===== src/rtl/nios2_oci_dct_pkg.sv =====
// Shared widths, FSM state type and trace-atom codes for the OCI DCT packer.
package nios2_oci_dct_pkg;

    localparam int ATOM_W = 2;
    localparam int SLOTS  = 15;
    localparam int CNT_W  = 4;
    localparam int BUF_W  = ATOM_W * SLOTS;

    localparam logic [CNT_W-1:0] FULL_COUNT = CNT_W'(SLOTS);

    typedef enum logic [1:0] {
        ACCUM,
        FLUSH,
        DRAIN,
        ENDED
    } dct_state_e;

    localparam logic [ATOM_W-1:0] ATOM_NOP       = 2'b00;
    localparam logic [ATOM_W-1:0] ATOM_TAKEN     = 2'b01;
    localparam logic [ATOM_W-1:0] ATOM_NOT_TAKEN = 2'b10;
    localparam logic [ATOM_W-1:0] ATOM_MARKER    = 2'b11;

endpackage


===== src/rtl/nios2_oci_dct_outreg.sv =====
// Single-entry valid/ready output register for packed DCT words.
module nios2_oci_dct_outreg
    import nios2_oci_dct_pkg::*;
(
    input  logic             clk,
    input  logic             reset,
    input  logic             load,
    input  logic [BUF_W-1:0] load_data,
    input  logic [CNT_W-1:0] load_count,
    input  logic             out_ready,
    output logic             out_valid,
    output logic [BUF_W-1:0] out_data,
    output logic [CNT_W-1:0] out_count
);

    // A load may coincide with the drain of the previous word; the load wins.
    always_ff @(posedge clk or posedge reset) begin
        if (reset) begin
            out_valid <= 1'b0;
            out_data  <= '0;
            out_count <= '0;
        end else if (load) begin
            out_valid <= 1'b1;
            out_data  <= load_data;
            out_count <= load_count;
        end else if (out_ready) begin
            out_valid <= 1'b0;
        end
    end

endmodule


===== src/rtl/nios2_oci_dct_packer.sv =====
// Packs 2-bit trace atoms into 30-bit DCT words and drains them at end of test.
// Optional feature macro: NIOS2_OCI_DCT_OVERFLOW_CNT_EN (drop-and-count instead of backpressure).
module nios2_oci_dct_packer
    import nios2_oci_dct_pkg::*;
(
    input  logic              clk,
    input  logic              reset,
    input  logic              atom_valid,
    input  logic [ATOM_W-1:0] atom,
    output logic              atom_ready,
    input  logic              flush_req,
    input  logic              test_ending,
    output logic [BUF_W-1:0]  dct_buffer,
    output logic [CNT_W-1:0]  dct_count,
    output logic              out_valid,
    input  logic              out_ready,
    output logic [BUF_W-1:0]  out_data,
    output logic [CNT_W-1:0]  out_count,
    output logic              test_has_ended
`ifdef NIOS2_OCI_DCT_OVERFLOW_CNT_EN
    ,
    output logic [15:0]       overflow_cnt
`endif
);

    dct_state_e state;
    logic       flush_pending;
    logic       full;
    logic       out_free;
    logic       accept;
    logic       move;
`ifdef NIOS2_OCI_DCT_OVERFLOW_CNT_EN
    logic       drop;
`endif

    // The output register is free when empty or being drained this very cycle.
    always_comb begin
        full     = (dct_count == FULL_COUNT);
        out_free = !out_valid || out_ready;
`ifdef NIOS2_OCI_DCT_OVERFLOW_CNT_EN
        atom_ready = (state == ACCUM);
        drop       = atom_valid && atom_ready && full && !out_free;
`else
        atom_ready = (state == ACCUM) && !(full && out_valid && !out_ready);
`endif
        accept = atom_valid && atom_ready && !(full && !out_free);
        move   = 1'b0;
        case (state)
            ACCUM:   move = out_free && (full || ((flush_req || flush_pending) && dct_count != '0));
            FLUSH:   move = out_free && (dct_count != '0);
            default: move = 1'b0;
        endcase
    end

    // Packing buffer and drain sequencer.
    always_ff @(posedge clk or posedge reset) begin
        if (reset) begin
            state          <= ACCUM;
            dct_buffer     <= '0;
            dct_count      <= '0;
            flush_pending  <= 1'b0;
            test_has_ended <= 1'b0;
        end else begin
            if (move) begin
                dct_buffer <= accept ? BUF_W'(atom) : '0;
                dct_count  <= accept ? CNT_W'(1) : '0;
            end else if (accept) begin
                dct_buffer <= {dct_buffer[BUF_W-ATOM_W-1:0], atom};
                dct_count  <= dct_count + CNT_W'(1);
            end

            if (move)
                flush_pending <= 1'b0;
            else if (state == ACCUM && flush_req && dct_count != '0)
                flush_pending <= 1'b1;

            case (state)
                ACCUM: if (test_ending) state <= FLUSH;
                FLUSH: if (dct_count == '0 || move) state <= DRAIN;
                DRAIN: if (!out_valid) begin
                    state          <= ENDED;
                    test_has_ended <= 1'b1;
                end
                default: test_has_ended <= 1'b1;
            endcase
        end
    end

`ifdef NIOS2_OCI_DCT_OVERFLOW_CNT_EN
    // Saturating count of atoms lost while a full word was stuck behind backpressure.
    always_ff @(posedge clk or posedge reset) begin
        if (reset)
            overflow_cnt <= '0;
        else if (drop && state != ENDED && overflow_cnt != 16'hFFFF)
            overflow_cnt <= overflow_cnt + 16'd1;
    end
`endif

    nios2_oci_dct_outreg u_outreg (
        .clk        (clk),
        .reset      (reset),
        .load       (move),
        .load_data  (dct_buffer),
        .load_count (dct_count),
        .out_ready  (out_ready),
        .out_valid  (out_valid),
        .out_data   (out_data),
        .out_count  (out_count)
    );

endmodule


===== config.mk =====
export PLATFORM = sky130hd
export DESIGN_NAME = nios2_oci_dct_packer
export DESIGN_NICKNAME = d
export VERILOG_FILES = /design/src/rtl/nios2_oci_dct_pkg.sv /design/src/rtl/nios2_oci_dct_outreg.sv /design/src/rtl/nios2_oci_dct_packer.sv
export SDC_FILE = /design/constraint.sdc
export NUM_CORES = 1
export LEC_CHECK = 0
export ABC_AREA = 1
export ABC_CLOCK_PERIOD_IN_PS = 3550
export BUFFER_PORTS_ARGS = -buffer_cell sky130_fd_sc_hd__buf_2
export CAP_MARGIN = 15
export CORE_ASPECT_RATIO = 1.1
export CORE_UTILIZATION = 33
export CTS_CLUSTER_SIZE = 28
export DETAILED_ROUTE_END_ITERATION = 8
export PLACE_DENSITY = 0.59
export SLEW_MARGIN = 20
export SYNTH_ARGS = -nofsm -noshare
export SYNTH_HDL_FRONTEND = slang
export SYNTH_HIERARCHICAL = 1
export SYNTH_SLANG_ARGS = --single-unit

===== constraint.sdc =====
create_clock -name clk -period 3.55 [get_ports clk]
set_clock_uncertainty 0.2 [all_clocks]
set_input_delay 0.71 -clock clk [delete_from_list [all_inputs] [get_ports clk]]
set_output_delay 0.71 -clock clk [all_outputs]
set_load 0.02 [all_outputs]

# --- After elaboration in Yosys (flattened, before gate mapping) ---
# Index checks and enable logic that the tools add are counted.
totals:
  wordCells: 63
  ramBits: 0
  n_memories: 0
  ff_bits: 73
  latchBits: 0
  rom_bits: 0
classes:
  n_reduce_logical: 30
  bitwise_logic: 1
  n_addsub: 1
  div: 0
  mul: 0
  order_cmp: 0
  eq_ne: 6
  muxes: 17
  shift: 0
op_table:
  columns: ["op", "count"]
  rows:
  - ["$mux W30", 2]
  - ["$logic_and A1 B1 Y1", 11]
  - ["$mux W2", 4]
  - ["$mux W4", 2]
  - ["$mux W1", 6]
  - ["$ne A2 B2 Y1 const B", 3]
  - ["$pmux W2 S3", 1]
  - ["$reduce_bool A2 Y1", 3]
  - ["$logic_not A1 Y1", 5]
  - ["$add A4 B1 Y4 const B", 1]
  - ["$eq A4 B4 Y1 const B", 1]
  - ["$logic_not A4 Y1", 1]
  - ["$logic_or A1 B1 Y1", 4]
  - ["$pmux W1 S2", 2]
  - ["$reduce_and A4 Y1", 1]
  - ["$reduce_bool A4 Y1", 1]
  - ["$reduce_bool A3 Y1", 1]
  - ["$eq A2 B1 Y1 const B", 1]
  - ["$eq A2 B2 Y1 const B", 1]
  - ["$logic_not A2 Y1", 1]
  - ["$reduce_and A2 Y1", 1]
  - ["$reduce_or A2 Y1", 1]
  - ["$not A1 Y1", 1]

# --- Longest topological paths before layout ---
depth:
  depth_word: 9
  mapped_depth: 13
  depth_no_buf: 11

# --- Hierarchy ---
# Netlist, hierarchy kept.
by_module_without_submodules:
  columns: ["mod", "cells_each", "seq_area_each_um2", "n_inst", "area_per_inst_um2"]
  rows:
  - ["nios2_oci_dct_packer", 205, 950.9, 1, 1754.2]
  - ["nios2_oci_dct_outreg", 149, 875.8, 1, 1378.8]

# --- Worst setup path after synthesis ---
# Ideal clock, no wire load.
synth_path:
  kind: "register to output"
  start: "reg dct_count[0]"
  end: "out atom_ready"
  setup_slack_ps: 1528
  arrival_time_ps: 1112
  required_ps: 2640
  n_path_buf: 0
  stages_incl_launch_ff: 5
  path_cell_list: "dfrtp_1 ha_1 nand3_1 nor2_1 nor2_2"
synth_via:
  elab_chain_cells: 5
synth_rtl:
  columns: ["element", "line", "text"]
  rows:
  - ["from (decl)", "nios2_oci_dct_packer.sv:14", "output logic [CNT_W-1:0] dct_count,"]
  - ["from (signal assigned)", "nios2_oci_dct_packer.sv:66", "dct_count <= accept ? CNT_W'(1) : '0;"]
  - ["from (signal assigned)", "nios2_oci_dct_packer.sv:69", "dct_count <= dct_count + CNT_W'(1);"]
  - ["$eq A4 B4 Y1", "nios2_oci_dct_packer.sv:38", "full = (dct_count == FULL_COUNT);"]
  - ["$logic_and A1 B1 Y1 (2 in a row)", "nios2_oci_dct_packer.sv:44", "atom_ready = (state == ACCUM) && !(full && out_valid && !out_ready);"]
  - ["$logic_not A1 Y1", "nios2_oci_dct_packer.sv:44", null]
  - ["$logic_and A1 B1 Y1", "nios2_oci_dct_packer.sv:44", null]
  - ["to (decl)", "nios2_oci_dct_packer.sv:10", "output logic atom_ready,"]
# No other way between the ends.

# --- Final worst setup path ---
layout_path:
  start: "reg state[0]"
  end: "reg dct_count[3]"
layout_lines:
  columns: ["element", "line", "text"]
  rows:
  - ["from (decl)", "nios2_oci_dct_packer.sv:26", "dct_state_e state;"]
  - ["from (signal assigned)", "nios2_oci_dct_packer.sv:58", "state <= ACCUM;"]
  - ["from (signal assigned)", "nios2_oci_dct_packer.sv:78", "ACCUM: if (test_ending) state <= FLUSH;"]
  - ["from (signal assigned)", "nios2_oci_dct_packer.sv:79", "FLUSH: if (dct_count == '0 || move) state <= DRAIN;"]
  - ["$eq A2 B1 Y1 or $logic_not A2 Y1 (tied branches)", "nios2_oci_dct_packer.sv:48", "case (state)"]
  - ["$pmux W1 S2 *", "nios2_oci_dct_packer.sv:48", null]
  - ["via move", "nios2_oci_dct_packer.sv:31", "logic move;"]
  - ["$mux W4 or $reduce_bool A2 Y1 (tied branches)", null, null]
# Mark *: on every way through the listed nets, which the timed path passes. The rest lies on a longest branch.
# A chain may end at the register's enable or synchronous reset.

==> implementation parameters <==
Parameter                              Value

CTS
  Number of buffers created by CTS    9
  H-Tree Level Count    3
  Clock transition at path regs    0.08 ns
  # Post-CTS Setup Buffers    0
  Number of buffers between clock root and the deepest sink    2
  Clock latency reported for the late side of the worst-skew pair    0.34 ns
  Hold-fix buffers at CTS    0
  Post_cts resized    0
  Clock tree from TritonCTS    done
  Clk Tree Root Cell    sky130_fd_sc_hd__clkbuf_8
  Clock sinks    73

Placement
  # placed instances    534
  HPWL after DPL    4800 microns
  Final estimated routing congestion in global placement    0.705
  Area of placed instances    3560 sq um
  Number of I/O port buffers    78

Detailed routing
  Wire length after detailed routing    7250 microns
  Routed via count divided by cell count    4.55
  Remaining number of nets flagged by the antenna check after routing    0
  Per-cell routed wire length    13.2 microns
  Length of the first detailed-routing pass in iterations    4
  Iteration-0 DRC count of the detailed router    109
  Via Count    2503
  DRC errors left    0

Finish
  Filler Cell Count    933
  Final cell count without fillers    between 500 and 600
  Number of inserted diodes    0
  Post-route standard cell area excluding fillers    3790 sq um
  Final core occ    0.418
  Area growth from synthesis to layout    20.8%
  Final net count    about 450
  Fraction of final layout cells with drive strength greater than 1    0.261

Global routing
  Antenna violations before repair    0
  Residual overflow from global routing    0
  Overall fraction of global-route tracks in use    0.155
  Vias in the first global route    2306
  Maximum number of pins on one net before global-route repair    36
  First-pass GRT wire length    about 12000 microns

Logic synthesis
  Most frequent cell after synthesis    sky130_fd_sc_hd__nand2_1
  Netlist area before placement    approximately 3100 sq um
  Top-area cell type share of the netlist area    0.583
  Register area share after synthesis    0.583
  Flip-flop cell with the highest count after synthesis    sky130_fd_sc_hd__dfrtp_1
  Proportion of register bits with asynchronous set or reset after synthesis    1.00
  Yosys warns    6
  Synthesis-stage register bit count    73
  Cell types with the largest area share after synthesis    sky130_fd_sc_hd__dfrtp_1 (58%), sky130_fd_sc_hd__nand2_1 (21%), sky130_fd_sc_hd__nand3_1 (5.6%), sky130_fd_sc_hd__ha_1 (2.4%), sky130_fd_sc_hd__buf_6 (2.2%)
  Gate count after technology mapping    354
  Synth Area per Inst    8.85 sq um
  Most common library cells after synthesis    sky130_fd_sc_hd__nand2_1 (177), sky130_fd_sc_hd__dfrtp_1 (73), sky130_fd_sc_hd__nand3_1 (35)
  Count of cell types in the netlist    23
  Yosys top cell by area    sky130_fd_sc_hd__dfrtp_1
  Post-synth net total    368
  Number of enable-type register cells in the synthesized netlist    0

Worst setup path
  Largest fanout of any net on the critical path    21
  Critical path's top delay family    buffers and inverters
  Endpoint class of the critical path    flip-flop
  Buf/Inv on CP    3
  Cells along the critical path    inv_1 > ha_1 > nor2_1 > a21oi_1 > nand2_4 > inv_1 > buf_4 > nor2_1 > nand2_1 > nand2_1
  Required time at the worst-slack endpoint    between 3 and 4 ns
  Critical Path AT    2.51 ns
  Crit Path Category    reg -> reg
  Crit start category    flip-flop
  Delay of the slowest cell on the worst path    0.48 ns
  Master of the slowest instance on the critical path    sky130_fd_sc_hd__inv_1

Timing
  Clock period minus worst slack    2.47 ns
  Fmax    approximately 400 MHz
  Setup violators final    0
  Setup repair after global routing missed its margin    false
  Hold Violations, Final    0
  Post-route clock period utilization    0.697
  Fin Setup TNS    0 ns
  Max-slew violations    0
  Slew at the pin closest to its max-slew limit    0.878 ns
  Worst-case headroom to the max-slew limit    0.414

Pwr
  Net Sw Frac    0.435
  Psw    1.29 mW
  Internal power summed over all cells    1.68 mW
  Total Power    2.97 mW
  Largest voltage drop on the vdd net    0.000466 V
  Combinational share of power    0.383
  PwrDens    just under 800 nW/um^2
  Leakage power total    2.32 nW
  Clock network fraction of total power    0.249
  Sequential group share of total power    0.368

Job
  Number of max-capacitance violations reported    0

Die
  Area enclosed by the die boundary    9890 sq um
  Std-Cell Rows    36
  Io pins    79
  Placeable core area    9050 sq um
  Starting density of the core    0.346
  Die height    104 microns
  Chip Width    94.9 microns

Outcome
  Outcome    finished clean

Worst hold path
  Min-Delay Path Class    in -> async
-- path summary, 6_finish.rpt --
kind                                            from                    to  slack (ns)  cells past startpoint
worst max-delay path                        state[0]          dct_count[3]        1.08                     10
worst min-delay path                           reset        dct_buffer[23]        0.20                      2
worst max register to register              state[0]          dct_count[3]        1.08                     10
worst min register to register  u_outreg/out_data[2]  u_outreg/out_data[2]        0.27                      2
max in group asynchronous                      reset  u_outreg/out_data[2]        2.05                      3
min in group clk                u_outreg/out_data[2]  u_outreg/out_data[2]        0.27                      2
-- metrics by stage --
step | hold slack (ns) | setup WS (ns)
finish | 0.204 | 1.08
global route | 0.251 | 0.871
CTS | 0.216 | 1.06
detailed placement | 0.255 | 1.05
global placement | 0.239 | 1.10
floorplan | 0.267 | 1.53
-- layout make-up --
class	instances	area, sq um	share of cell area
Clock buffer	10	138	0.0364
Clock inverter	6	90.1	0.0238
Inverter	17	73.8	0.0195
Multi-Input combinational cell	248	1090	0.289
Sequential cell	73	1830	0.482
Tap cell	114	143	0.0377
Timing Repair Buffer	82	420	0.111
-- worst register-to-register path: stages, from the launching register on --
cell and delay, ns:
sky130_fd_sc_hd__dfrtp_1 0.42, sky130_fd_sc_hd__inv_1 0.10, sky130_fd_sc_hd__ha_1 0.23, sky130_fd_sc_hd__nor2_1 0.08, sky130_fd_sc_hd__a21oi_1 0.24, sky130_fd_sc_hd__nand2_4 0.07
sky130_fd_sc_hd__inv_1 0.48, sky130_fd_sc_hd__buf_4 0.37, sky130_fd_sc_hd__nor2_1 0.07, sky130_fd_sc_hd__nand2_1 0.06, sky130_fd_sc_hd__nand2_1 0.04
-- per-layer routing --
metal | wire length [microns] | part of all wire | GRT usage
met1 | 3340 | 0.46 | 0.203
met2 | 3470 | 0.48 | 0.248
met3 | 377 | 0.052 | 0.0504
met4 | 60 | 0.0083 | 0.0357
met5 | 0 | 0 | 0
-- layout by cell type, fill, tap and decap left out, types with 2 or more instances in the layout --
| master | netlist | routed |
|---|---|---|
| sky130_fd_sc_hd__a21oi_1 | 2 | 2 |
| sky130_fd_sc_hd__buf_2 | 5 | 78 |
| sky130_fd_sc_hd__buf_4 | 4 | 4 |
| sky130_fd_sc_hd__bufinv_16 | 0 | 2 |
| sky130_fd_sc_hd__clkbuf_8 | 0 | 10 |
| sky130_fd_sc_hd__dfrtp_1 | 73 | 73 |
| sky130_fd_sc_hd__ha_1 | 6 | 6 |
| sky130_fd_sc_hd__inv_1 | 14 | 14 |
| sky130_fd_sc_hd__nand2_1 | 177 | 177 |
| sky130_fd_sc_hd__nand2_2 | 10 | 10 |
| sky130_fd_sc_hd__nand2_4 | 2 | 2 |
| sky130_fd_sc_hd__nand3_1 | 35 | 35 |
| sky130_fd_sc_hd__nor2_1 | 7 | 7 |
| sky130_fd_sc_hd__o21ai_0 | 2 | 2 |
| sky130_fd_sc_hd__xor2_1 | 2 | 2 |
-- state kept, by name (all words and copies together) (netlist names) --
name and count:
u_outreg/out_count 4, u_outreg/out_data 30, state 2, flush_pending 1
u_outreg/out_valid 1, dct_count 4, dct_buffer 30, test_has_ended 1
-- power by group through the flow --
stage               combinational [mW]  clock [mW]  sequential [mW]
floorplan                        0.843           0             1.22
global placement                  1.13           0             1.11
detailed placement                1.15           0             1.11
CTS                               1.16       0.760             1.09
global route                      1.27       0.794             1.11
finish                            1.14       0.738             1.09
-- logic make-up (layout without fill, tap and decap cells) --
kind of cell,count (synthesis),count (layout),synth area share
buffers and inverters,33,115,0.0675
adder cells (fa/ha/maj),6,6,0.0240
AND/OR/NAND/NOR,234,234,0.309
AO/OA/AOI/OAI,6,6,0.0108
flip-flops,73,73,0.583
XOR/XNOR,2,2,0.00559
Power figures use the tool's default switching activity.
